`src/rtl/cp0_unit.sv`:
```
// rtl/cp0_unit.sv - Coprocessor-0: Status/Cause/EPC/PRId, exception/interrupt/ERET redirect
//
// Ports:
//   clk, rst                 clock, synchronous active-high reset
//   Unimpl, Sys, Eret        commit-point events, qualified by InstrValid
//   InstrValid               commit slot holds a real instruction
//   ExcPCIn                  PC of the committing instruction
//   CPWr/CPWAddr/CPWData     MTC0 write port
//   CPRAddr/CPRData          MFC0 combinational read port
//   HWInt                    asynchronous external interrupt lines
//   Redirect/RedirectPC      registered one-cycle PC load request and target
//   Flush                    registered one-cycle pipeline flush
//   EXL                      Status.EXL
module cp0_unit #(
    parameter logic [31:0] EXC_VECTOR = 32'h0000_4180,
    parameter logic [31:0] PRID_VAL   = 32'h0000_0001
) (
    input  logic        clk,
    input  logic        rst,
    input  logic        Unimpl,
    input  logic        Sys,
    input  logic        Eret,
    input  logic        InstrValid,
    input  logic [31:0] ExcPCIn,
    input  logic        CPWr,
    input  logic [4:0]  CPWAddr,
    input  logic [31:0] CPWData,
    input  logic [4:0]  CPRAddr,
    output logic [31:0] CPRData,
    input  logic [5:0]  HWInt,
    output logic        Redirect,
    output logic [31:0] RedirectPC,
    output logic        Flush,
    output logic        EXL
);

    typedef enum logic {RUN, FLUSH} state_t;

    localparam logic [4:0] REG_STATUS = 5'd12;
    localparam logic [4:0] REG_CAUSE  = 5'd13;
    localparam logic [4:0] REG_EPC    = 5'd14;
    localparam logic [4:0] REG_PRID   = 5'd15;

    state_t      state;
    logic [5:0]  hw_meta;
    logic [5:0]  hw_sync;
    logic [5:0]  im;
    logic        exl;
    logic        ie;
    logic [4:0]  exc_code;
    logic [31:0] epc;

    logic        in_run;
    logic        int_req;
    logic        exc_take;
    logic        eret_take;
    logic        wr_take;
    logic [4:0]  next_code;

    assign in_run  = (state == RUN);
    // Status is read pre-write, so an MTC0 in the same cycle cannot affect this.
    assign int_req = ie & ~exl & (|(hw_sync & im)) & InstrValid;

    assign exc_take  = in_run & InstrValid & (Unimpl | Sys | int_req);
    assign eret_take = in_run & ~exc_take & InstrValid & Eret & exl;
    // Events always win over a same-cycle MTC0; the write is dropped.
    assign wr_take   = in_run & CPWr & ~exc_take & ~eret_take;

    always_comb begin
        next_code = 5'd0;
        if (Unimpl)
            next_code = 5'd10;
        else if (Sys)
            next_code = 5'd8;
    end

    always_comb begin
        CPRData = 32'h0;
        case (CPRAddr)
            REG_STATUS: CPRData = {16'h0, im, 8'h0, exl, ie};
            REG_CAUSE:  CPRData = {16'h0, hw_sync, 3'b000, exc_code, 2'b00};
            REG_EPC:    CPRData = epc;
            REG_PRID:   CPRData = PRID_VAL;
            default:    CPRData = 32'h0;
        endcase
    end

    assign EXL = exl;

    always_ff @(posedge clk) begin
        if (rst) begin
            state      <= RUN;
            hw_meta    <= 6'h0;
            hw_sync    <= 6'h0;
            im         <= 6'h0;
            exl        <= 1'b0;
            ie         <= 1'b0;
            exc_code   <= 5'd0;
            epc        <= 32'h0;
            Redirect   <= 1'b0;
            Flush      <= 1'b0;
            RedirectPC <= 32'h0;
        end else begin
            hw_meta    <= HWInt;
            hw_sync    <= hw_meta;
            Redirect   <= 1'b0;
            Flush      <= 1'b0;
            RedirectPC <= 32'h0;

            case (state)
                RUN: begin
                    if (exc_take) begin
                        epc        <= ExcPCIn;
                        exc_code   <= next_code;
                        exl        <= 1'b1;
                        state      <= FLUSH;
                        Redirect   <= 1'b1;
                        Flush      <= 1'b1;
                        RedirectPC <= EXC_VECTOR;
                    end else if (eret_take) begin
                        exl        <= 1'b0;
                        state      <= FLUSH;
                        Redirect   <= 1'b1;
                        Flush      <= 1'b1;
                        RedirectPC <= epc;
                    end else if (wr_take) begin
                        case (CPWAddr)
                            REG_STATUS: begin
                                im  <= CPWData[15:10];
                                exl <= CPWData[1];
                                ie  <= CPWData[0];
                            end
                            REG_EPC: epc <= CPWData;
                            default: ;
                        endcase
                    end
                end
                // Everything presented here is from wrong-path instructions.
                FLUSH: state <= RUN;
                default: state <= RUN;
            endcase
        end
    end

endmodule

```
`config.mk`:
```
export PLATFORM = sky130hd
export DESIGN_NAME = cp0_unit
export DESIGN_NICKNAME = d
export VERILOG_FILES = /design/src/rtl/cp0_unit.sv
export SDC_FILE = /design/constraint.sdc
export NUM_CORES = 1
export LEC_CHECK = 0
export ABC_AREA = 1
export BUFFER_PORTS_ARGS = -buffer_cell sky130_fd_sc_hd__buf_4
export CAP_MARGIN = 25
export CORE_MARGIN = 2
export CORE_UTILIZATION = 48
export DETAILED_ROUTE_END_ITERATION = 8
export GPL_TIMING_DRIVEN = 0
export PLACE_DENSITY = 0.77
export SLEW_MARGIN = 5
export SYNTH_ARGS = -nofsm -noshare
export SYNTH_HDL_FRONTEND = slang
export SYNTH_SLANG_ARGS = --single-unit
```
`constraint.sdc`:
```
create_clock -name clk -period 1.51 [get_ports clk]
set_input_delay 0.302 -clock clk [delete_from_list [all_inputs] [get_ports clk]]
set_output_delay 0.302 -clock clk [all_outputs]
set_load 0.01 [all_outputs]
```
==> flow_summary.yaml, run 1 <==
flow_run:
  max_cap_violations: 0
clock_tree:
  clock-root-buffer: "clkbuf_8"
  clk_latency_ps: 350
  tritoncts: "built"
  cts_htree_levels: 3
  numCtsBuffers: 9
  clkTransAtPathRegs_ps: 80
  number_of_sinks_on_the_clock_net: 87
  buffer_depth_of_the_longest_clock_path: 2
global_routing:
  number_of_global_route_vias_before_repair: 3709
  antenna_found_initial: 0
  first_pass_grt_wire_length_um: 17400
  pin_count_of_the_biggest_net_entering_global_routing: 20
  grt.overflow.total: 0
  gr-usage-all-layers: 0.258
outcome:
  violations: "setup timing"
  run_status: "finished with violations"
sta:
  setup_slack_ps: -101
  drv_slew: 0
  setup_violations: 48
  setup_clock_skew_after_layout_ps: 10.2
  fmax_mhz: 621
  relSlewSlack: 0.623
  worstMarginPinSlew_ps: 565
  grt_setup_unrepaired: "yes"
  final_min_period_over_clock_period: 1.07
  timing.final.hold_violations: 0
  fin_crit_ps: 1610
detailed_routing:
  initialDrtViolationCount: 155
  detail_route.wl_per_cell_um: 14.3
  via_density: 4.90
  drc: 0
  detail_route.wirelength_um: 12100
  ant_nets: 0
  dr_total_vias: 4163
  detail_route.first_pass.iterations: 4
placement:
  postPlaceCellArea_mm2: 0.00497
  place.detailed.instances: 816
  portBuffers: 152
  detailedPlacementHpwl_um: 8080
  place.gp.congestion: 0.873
critical_path:
  critical_path.max_stage_delay_ps: 240
  crit_required_ps: 1210
  cp_max_fo: 7
  cp_cell_sequence: "buf_6 > nand2_4 > nor2_4 > nand3_4 > clkbuf_16 > o211ai_1 > buf_4"
  timing_worst_setup_path_type: "input pin to output port"
  worstPathArrival_ps: 1310
  setup.worst_path.end_class: "output port"
  crit_path_start_kind: "input pin"
  worst_path_max_delay_cell: "o211ai_1"
final_layout:
  area.growth.synth_to_final_pct: 58.7
  diodes: 0
  fin_nets: 829
  fraction_of_final_layout_cells_sized_beyond_drive_strength_1: 0.380
  layout.cell_area.non_filler_mm2: 0.00588
  final-instance-count-excl-fill: 849
die:
  core_mm2: 0.00761
  dieWidth_um: 91.9
  fp.dieArea_mm2: 0.00844
  top_level_ports: 154
  initial_cell_density_of_the_core: 0.487
  std_cell_rows: 32
  floorplan.die.height_um: 91.9
synthesis:
  post_synth.cell_area_avg_um2: 6.59
  post_synth_num_cell_types: 27
  ys_seq_elements: 87
  synth-seq-area-share: 0.470
  synthesis.instances: 562
  syn_area_mm2: 0.00371
  yosys_warnings: 0
  synth_nets: 649
min_path:
  timing.hold.worst.class: "input pin to flip-flop"
power:
  total_leakage_power_nw: 2.99
  vdd_ir_drop_max_uv: 637
  power_density_mw_per_mm2: 892
## path summary, 6_finish.rpt
kind         cells past startpoint     endpoint  slack, ps       start
min reg2reg                      2   hw_sync[3]        400  hw_meta[3]
min                              3   hw_meta[4]        160    HWInt[4]
max                              7  CPRData[14]       -100  CPRAddr[3]
max reg2reg                     13       epc[4]       -100       im[4]
## worst max-delay path, delay by kind of cell
family,cells,cell delay (ps)
AND/OR/NAND/NOR,3,310
AO/OA/AOI/OAI,1,240
buffers and inverters,3,440
## metrics by stage
| step | hold WS [ps] | setup TNS [ps] | power (mW) | setup slack (ps) | utilization |
|---|---|---|---|---|---|
| final | 158 | -2030 | 5.25 | -101 | 0.773 |
| after global routing | 171 | -7900 | 5.46 | -213 | 0.773 |
| after CTS | 155 | -275 | 5.10 | -57.3 | 0.712 |
| after detailed placement | 398 | -12530 | 3.28 | -325 | 0.654 |
| after global placement | 390 | -10140 | 3.25 | -312 | 0.654 |
| after floorplan | 388 | 0 | 2.95 | 83.1 | - |
## registers in the layout, summed over array words and instances, names as in the netlist
| signal | cells |
|---|---|
| RedirectPC | 32 |
| im | 6 |
| epc | 32 |
| EXL | 1 |
| ie | 1 |
| exc_code | 2 |
| hw_sync | 6 |
| hw_meta | 6 |
| Flush | 1 |
## layout by cell type (no fill, tap or decap), types with 6 or more instances in the layout
master    instances
dfxtp_1          76
dfxtp_2          10
clkbuf_8         10
nand2_1         171
nor2_1          120
inv_1            56
buf_6            23
nand2_4           8
nor2_4           13
buf_8             7
clkbuf_1          6
buf_4           151
nand2_2          16
inv_2             6
o211ai_1          6
nor2_2           13
## metal layers
layer  GRT usage  wire length, µm
met5           0                0
met3      0.0386              770
met2       0.461             6220
met1       0.315             4740
met4      0.0933              394
## cell type report
class | instances | area (µm²)
plain buffers | 25 | 254
clock buffers | 11 | 141
clock inverters | 5 | 81.3
fillers | 581 | 1720
inverters | 63 | 239
multi-input cells | 387 | 1890
flip-flops and latches | 87 | 1760
well taps | 102 | 128
repair buffers | 169 | 1390
## report_power, final
part	switching, mW	internal [mW]
clock	0.823	0.979
combinational	0.560	0.442
sequential	0.0379	2.40
## what timing repair did
action / in CTS / in global routing
hold endpoints to repair: 0 / 0
setup endpoints to repair: 85 / 84
buffers inserted: 3 / 10
hold buffers: 0 / 0
cloned: 2 / 3
resized for setup: 52 / 106
pin swaps: 7 / 18
## cell usage after synthesis, drive strengths merged
master	count	area [µm²]
buf	17	119
o22ai	1	6.26
a21oi	5	25.0
o2111ai	1	8.76
nand3	6	35.0
clkbuf	9	33.8
o221ai	1	8.76
o21ai	12	63.8
nor2	146	551
dfxtp	87	1740
o21a	1	7.51
nor3	7	35.0
nand2	197	771
nand4	3	18.8
inv	63	236
o211ai	6	45.0
## cell families after synthesis
group,share of synthesized area
and+or+nand+nor,0.380
AOI/OAI and AO/OA,0.0446
DFF,0.470
buffers and inverters,0.105
Note: power is estimated with default switching activity, not from simulation.
==> run 2, diff against run 1 <==
--- a/config.mk
+++ b/config.mk
@@ -12,7 +12,7 @@
 export CORE_UTILIZATION = 48
 export DETAILED_ROUTE_END_ITERATION = 8
 export GPL_TIMING_DRIVEN = 0
-export PLACE_DENSITY = 0.77
+export PLACE_DENSITY = 0.89
 export SLEW_MARGIN = 5
 export SYNTH_ARGS = -nofsm -noshare
 export SYNTH_HDL_FRONTEND = slang
==> run 2 against run 1 <==
Compared with the run above:
- core utilization decreased by 2.8 points
- clock skew fell by 2.0 ps
- final area shrank 3.6%
- highest routed layer unchanged
- count of clock-buffer cells in the layout is 1 lower
- non-clock buffer count decreased by 3
- combinational power hardly changed
- sequential share of layout area increased by 0.97 points
- the run still ends with setup timing left
- clock power is essentially flat
- first-iteration DRC count increased by 130%
- worst hold slack worse by 1.2 ps
- register-to-register slack got worse by 170 ps
==> flow_summary.yaml, run 2 (synthesis results as in run 1) <==
outcome:
  run_status: "finished with violations"
  violations: "setup timing"
placement:
  portBuffers: 152
  detailedPlacementHpwl_um: 8310
  postPlaceCellArea_mm2: 0.00497
  place.gp.congestion: 0.917
  placement.setup.worst_slack_ps: -332
sta:
  setup_clock_skew_after_layout_ps: 8.28
  fin_crit_ps: 1780
  drv_slew: 0
  setup_violations: 54
  relSlewSlack: 0.645
  setup_tns_ps: -7730
  timing.final.hold_violations: 0
  worstMarginPinSlew_ps: 532
  grt_setup_unrepaired: "yes"
  holdWs_ps: 157
  final_min_period_over_clock_period: 1.18
  fmax_mhz: 563
  setup_slack_ps: -267
clock_tree:
  cts_htree_levels: 3
  numCtsBuffers: 9
  cts.hold.buffers_added: 0
  number_of_sinks_on_the_clock_net: 87
  clk_latency_ps: 340
  clkTransAtPathRegs_ps: 90
  clock-root-buffer: "clkbuf_8"
  buffer_depth_of_the_longest_clock_path: 2
  tritoncts: "built"
min_path:
  hold_start: "HWInt[3]"
  timing.hold.worst.class: "input pin to flip-flop"
  min_delay_path_depth: 3
  whs_endpoint: "hw_meta[3]"
power:
  total_leakage_power_nw: 2.94
  vdd_ir_drop_max_uv: 608
  power_density_mw_per_mm2: 925
  sw_frac_of_total: 0.273
  combPwrFrac: 0.189
  power.net_switching_mw: 1.43
  cell_internal_pwr_mw: 3.82
  power.share.clock: 0.345
  power.share.sequential: 0.465
critical_path:
  worstPathArrival_ps: 2040
  timing_worst_setup_path_type: "flip-flop to flip-flop"
  crit_top_cell: "nand2_1"
  crit_required_ps: 1770
  cp_cell_sequence: "nand2_1 > nand2_1 > nor2_1 > nand2_1 > nand2_2 > nand2_4 > nand2_8 > buf_12 > nand2_8 > nor2_4 > o21ai_1 > nor2_1"
  setup.worst_path.end_class: "flip-flop"
  timing.rr.end: "im[5]"
  worstReg2RegStart: "im[5]"
  crit_path_start_kind: "flip-flop"
  path_buf_inv: 1
  cp_max_fo: 8
  rrSetupSlack_ps: -270
  cpLargestDelayFamily: "simple AND/OR/NAND/NOR gates"
  timing.reg2reg.worst_path_depth: 12
  critical_path.max_stage_delay_ps: 360
  worst_path_max_delay_cell: "dfxtp_2"
die:
  initial_cell_density_of_the_core: 0.487
  floorplan.die.height_um: 91.9
  fp.dieArea_mm2: 0.00844
  std_cell_rows: 32
  top_level_ports: 154
  dieWidth_um: 91.9
  core_mm2: 0.00761
global_routing:
  pin_count_of_the_biggest_net_entering_global_routing: 20
  grt.overflow.total: 0
  antenna_found_initial: 0
  number_of_global_route_vias_before_repair: 4079
  gr-usage-all-layers: 0.276
  first_pass_grt_wire_length_um: 18500
detailed_routing:
  detail_route.wl_per_cell_um: 15.2
  detail_route.first_pass.iterations: 5
  dr_total_vias: 4347
  via_density: 5.15
  ant_nets: 0
  drc: 0
  initialDrtViolationCount: 364
  detail_route.wirelength_um: 12900
final_layout:
  layout.cells.most_common: "nand2_1"
  postLayoutCoreUtil: 0.746
  layout.cell_area.non_filler_mm2: 0.00567
  layout_top_registers: "RedirectPC x32, epc x32"
  fin_nets: 825
  area.growth.synth_to_final_pct: 53.1
  diodes: 0
  fraction_of_final_layout_cells_sized_beyond_drive_strength_1: 0.336
  commonest_cells_after_routing_fill_and_taps_aside: "186 x nand2_1, 158 x buf_4, 132 x nor2_1"
flow_run:
  max_cap_violations: 0
-- run 2: changes by cell type in the layout (fill, tap and decap cells not counted), moves of 4 or more --
cell	change
o21ai_2	-4
nor2_1	+12
nand2_4	-4
nand2_2	-12
nor2_2	-4
nand2_1	+15
buf_6	-11
buf_4	+7
dfxtp_1	+4
nor2_4	-8
-- run 2: metal layers --
layer	part of all wire	track usage	vias to the layer above
met1	0.35	0.317	1992
met3	0.091	0.0427	54
li1	-	-	2018
met4	0.041	0.124	0
met2	0.51	0.501	283
met5	0	0	-
-- run 2: power groups by stage --
stage	clock network (mW)	logic (mW)	registers, mW
6_report	1.81	0.995	2.44
5_1_grt	1.91	1.09	2.45
3_3_place_gp	0	0.763	2.49
3_5_place_dp	0	0.793	2.49
2_1_floorplan	0	0.463	2.49
4_1_cts	1.80	0.850	2.44
-- run 2: timing repair --
item | in CTS | in global routing
setup buffers | 6 | 5
pin swaps | 16 | 27
resized for setup | 42 | 65
gates cloned | 1 | 2
setup endpoints to repair | 87 | 84
-- run 2: how the worst max path moves through the flow --
| stage | start | endpoint | cells after the start |
|---|---|---|---|
| 2_1_floorplan | Flush | epc[19] | 11 |
| 3_3_place_gp | CPRAddr[3] | CPRData[27] | 7 |
| 3_5_place_dp | CPRAddr[0] | CPRData[15] | 6 |
| 4_1_cts | hw_sync[2] | epc[7] | 12 |
| 5_1_grt | im[5] | epc[0] | 13 |
| 6_report | im[5] | im[5] | 12 |
-- run 2: stage by stage --
step,power (mW),cells
6_report,5.25,844
5_1_grt,5.45,844
4_1_cts,5.09,837
3_5_place_dp,3.29,816
3_3_place_gp,3.25,816
2_1_floorplan,2.95,562
-- run 2: worst reg2reg max path: cells and delay by family, from the launching register on --
kind                   cells  cell delay, ps
AO/OA/AOI/OAI              1             110
buffers and inverters      1             130
flip-flops                 1             360
AND/OR/NAND/NOR           10            1100
-- run 2: layout make-up --
class,count,area [µm²]
fill,557,1930
multi-input combinational,386,1770
sequential,87,1750
timing repair buffer,166,1330
inverter,63,244
buffer,25,234
clock buffer,10,138
tap,102,128
clock inverter,5,81.3
==> run 3, diff against run 2 <==
--- a/config.mk
+++ b/config.mk
@@ -9,10 +9,11 @@
 export BUFFER_PORTS_ARGS = -buffer_cell sky130_fd_sc_hd__buf_4
 export CAP_MARGIN = 25
 export CORE_MARGIN = 2
-export CORE_UTILIZATION = 48
+export CORE_UTILIZATION = 43
+export CTS_CLUSTER_SIZE = 16
 export DETAILED_ROUTE_END_ITERATION = 8
 export GPL_TIMING_DRIVEN = 0
-export PLACE_DENSITY = 0.89
+export PLACE_DENSITY = 0.85
 export SLEW_MARGIN = 5
 export SYNTH_ARGS = -nofsm -noshare
 export SYNTH_HDL_FRONTEND = slang
==> constraint.sdc (replaced) <==
create_clock -name clk -period 1.6 [get_ports clk]
set_input_delay 0.32 -clock clk [delete_from_list [all_inputs] [get_ports clk]]
set_output_delay 0.32 -clock clk [all_outputs]
set_load 0.01 [all_outputs]
==> run 3 against run 2 <==
Compared with the run above:
- the run now ends clean
- clock power down 16%
- worst hold slack better by 15 ps
- wire length fell by 14%
- flip-flop and latch count unchanged
- maximum frequency up 12%
- sequential power down 6%
- final cell count decreased by 0.24%
- first-iteration DRC count is 54% lower
- non-clock buffer count decreased by 7
- via count fell by 8.8%
- critical endpoint is now epc[3]
- largest power group unchanged
==> flow_summary.yaml, run 3 (synthesis results as in run 1) <==
global_routing:
  gr-usage-all-layers: 0.227
  number_of_global_route_vias_before_repair: 3876
  pin_count_of_the_biggest_net_entering_global_routing: 20
  grt.overflow.total: 0
  first_pass_grt_wire_length_um: 17400
  antenna_found_initial: 0
die:
  std_cell_rows: 33
  core_mm2: 0.00830
  fp.dieArea_mm2: 0.00938
  initial_cell_density_of_the_core: 0.447
  top_level_ports: 154
  floorplan.die.height_um: 96.8
  dieWidth_um: 96.8
clock_tree:
  tritoncts: "built"
  clkTransAtPathRegs_ps: 90
  clock-root-buffer: "clkbuf_8"
  cts.hold.buffers_added: 0
  buffer_depth_of_the_longest_clock_path: 2
  numCtsBuffers: 9
  number_of_sinks_on_the_clock_net: 87
  clk_latency_ps: 350
  cts_htree_levels: 3
final_layout:
  layout.cells.most_common: "nand2_1"
  final-instance-count-excl-fill: 842
  fraction_of_final_layout_cells_sized_beyond_drive_strength_1: 0.305
  area.growth.synth_to_final_pct: 46.4
  diodes: 0
  commonest_cells_after_routing_fill_and_taps_aside: "185 x nand2_1, 160 x buf_4, 142 x nor2_1"
  fin_nets: 819
  layout_top_registers: "RedirectPC x32, epc x32"
sta:
  setup_clock_skew_after_layout_ps: 13.4
  relSlewSlack: 0.585
  drv_slew: 0
  fmax_mhz: 630
  grt_setup_unrepaired: "yes"
  worstMarginPinSlew_ps: 622
  timing.final.hold_violations: 0
  setup_violations: 0
  setup_tns_ps: 0
  final_min_period_over_clock_period: 0.992
  fin_crit_ps: 1590
critical_path:
  worstPathArrival_ps: 1830
  cp_max_fo: 10
  crit_path_start_kind: "flip-flop"
  crit_required_ps: 1850
  setup.worst_path.end_class: "flip-flop"
  timing_worst_setup_path_type: "flip-flop to flip-flop"
  timing.reg2reg.worst_path_depth: 13
power:
  total_leakage_power_nw: 2.85
  vdd_ir_drop_max_uv: 513
  power_density_mw_per_mm2: 858
  power.total_mw: 4.65
placement:
  portBuffers: 152
  detailedPlacementHpwl_um: 8160
  place.detailed.instances: 819
  place.gp.congestion: 0.923
detailed_routing:
  via_density: 4.71
  initialDrtViolationCount: 167
  ant_nets: 0
  dr_total_vias: 3964
  detail_route.wl_per_cell_um: 13.1
  drc: 0
  detail_route.first_pass.iterations: 5
  detail_route.wirelength_um: 11100
flow_run:
  max_cap_violations: 0
min_path:
  timing.hold.worst.class: "input pin to flip-flop"
  min_delay_path_depth: 3
outcome:
  run_status: "finished, final reports clean"
[run 3: cell types whose count changed in the layout (fill, tap and decap cells not counted), moves of 2 or more]
cell and delta:
nor2_4 -3, buf_6 -2, nor2_1 +10, clkbuf_1 +2
nor2_2 -7, nor3_1 +5, buf_8 -5, nand2_2 +2
nor3_2 -4, buf_4 +2
[run 3: where the power goes]
| part | leakage, nW | internal, mW | total, mW | switching [mW] |
|---|---|---|---|---|
| logic | 2.04 | 0.372 | 0.829 | 0.457 |
| clock network | 0.0933 | 0.731 | 1.52 | 0.789 |
| registers | 0.715 | 2.27 | 2.30 | 0.0353 |
| total | 2.85 | 3.37 | 4.65 | 1.28 |
[run 3: final timing paths]
path	from	slack (ps)	end
setup / recovery	im[5]	10	epc[3]
hold / removal	HWInt[2]	170	hw_meta[2]
setup reg to reg	im[5]	10	epc[3]
hold reg to reg	hw_meta[4]	400	hw_sync[4]
[run 3: stage by stage]
step	util	instance area, µm²	worst slack [ps]	hold slack [ps]
after floorplan	-	3710	164	388
after global placement	0.600	4980	-209	390
after detailed placement	0.600	4980	-325	395
after CTS	0.633	5250	0.131	167
after global routing	0.654	5430	-113	180
final	0.654	5430	13.2	172
[run 3: metal layers]
layer | routed length [µm] | global-route usage | up-vias | share of wire
li1 | - | - | 2017 | -
met4 | 185 | 0.0726 | 0 | 0.017
met2 | 5570 | 0.405 | 160 | 0.50
met3 | 782 | 0.0477 | 16 | 0.071
met1 | 4540 | 0.271 | 1771 | 0.41
met5 | 0 | 0 | - | 0
[run 3: worst max-delay path, cell delays in order, from the launching register on]
cell and delay [ps]:
dfxtp_2 340, nand2_2 60, nand2_1 50, nor2_1 100
nand2_1 70, nand2_2 90, nand2_2 90, nand2_8 140
o21ai_4 110, nand2_8 120, buf_6 150, nand2_1 60
nand2_1 60, nor2_1 50
[run 3: layout make-up]
type	count	area (µm²)
Clock buffer	10	128
Clock inverter	6	67.6
Tap cell	105	131
Sequential cell	87	1750
Buffer	25	204
Multi-Input combinational cell	387	1680
Fill cell	723	2870
Inverter	63	239
Timing Repair Buffer	159	1230
[run 3: timing repair]
item,CTS,global route
pin swaps,5,12
buffers inserted,3,2
gates cloned,1,2
setup endpoints to repair,79,71
resized for setup,17,51
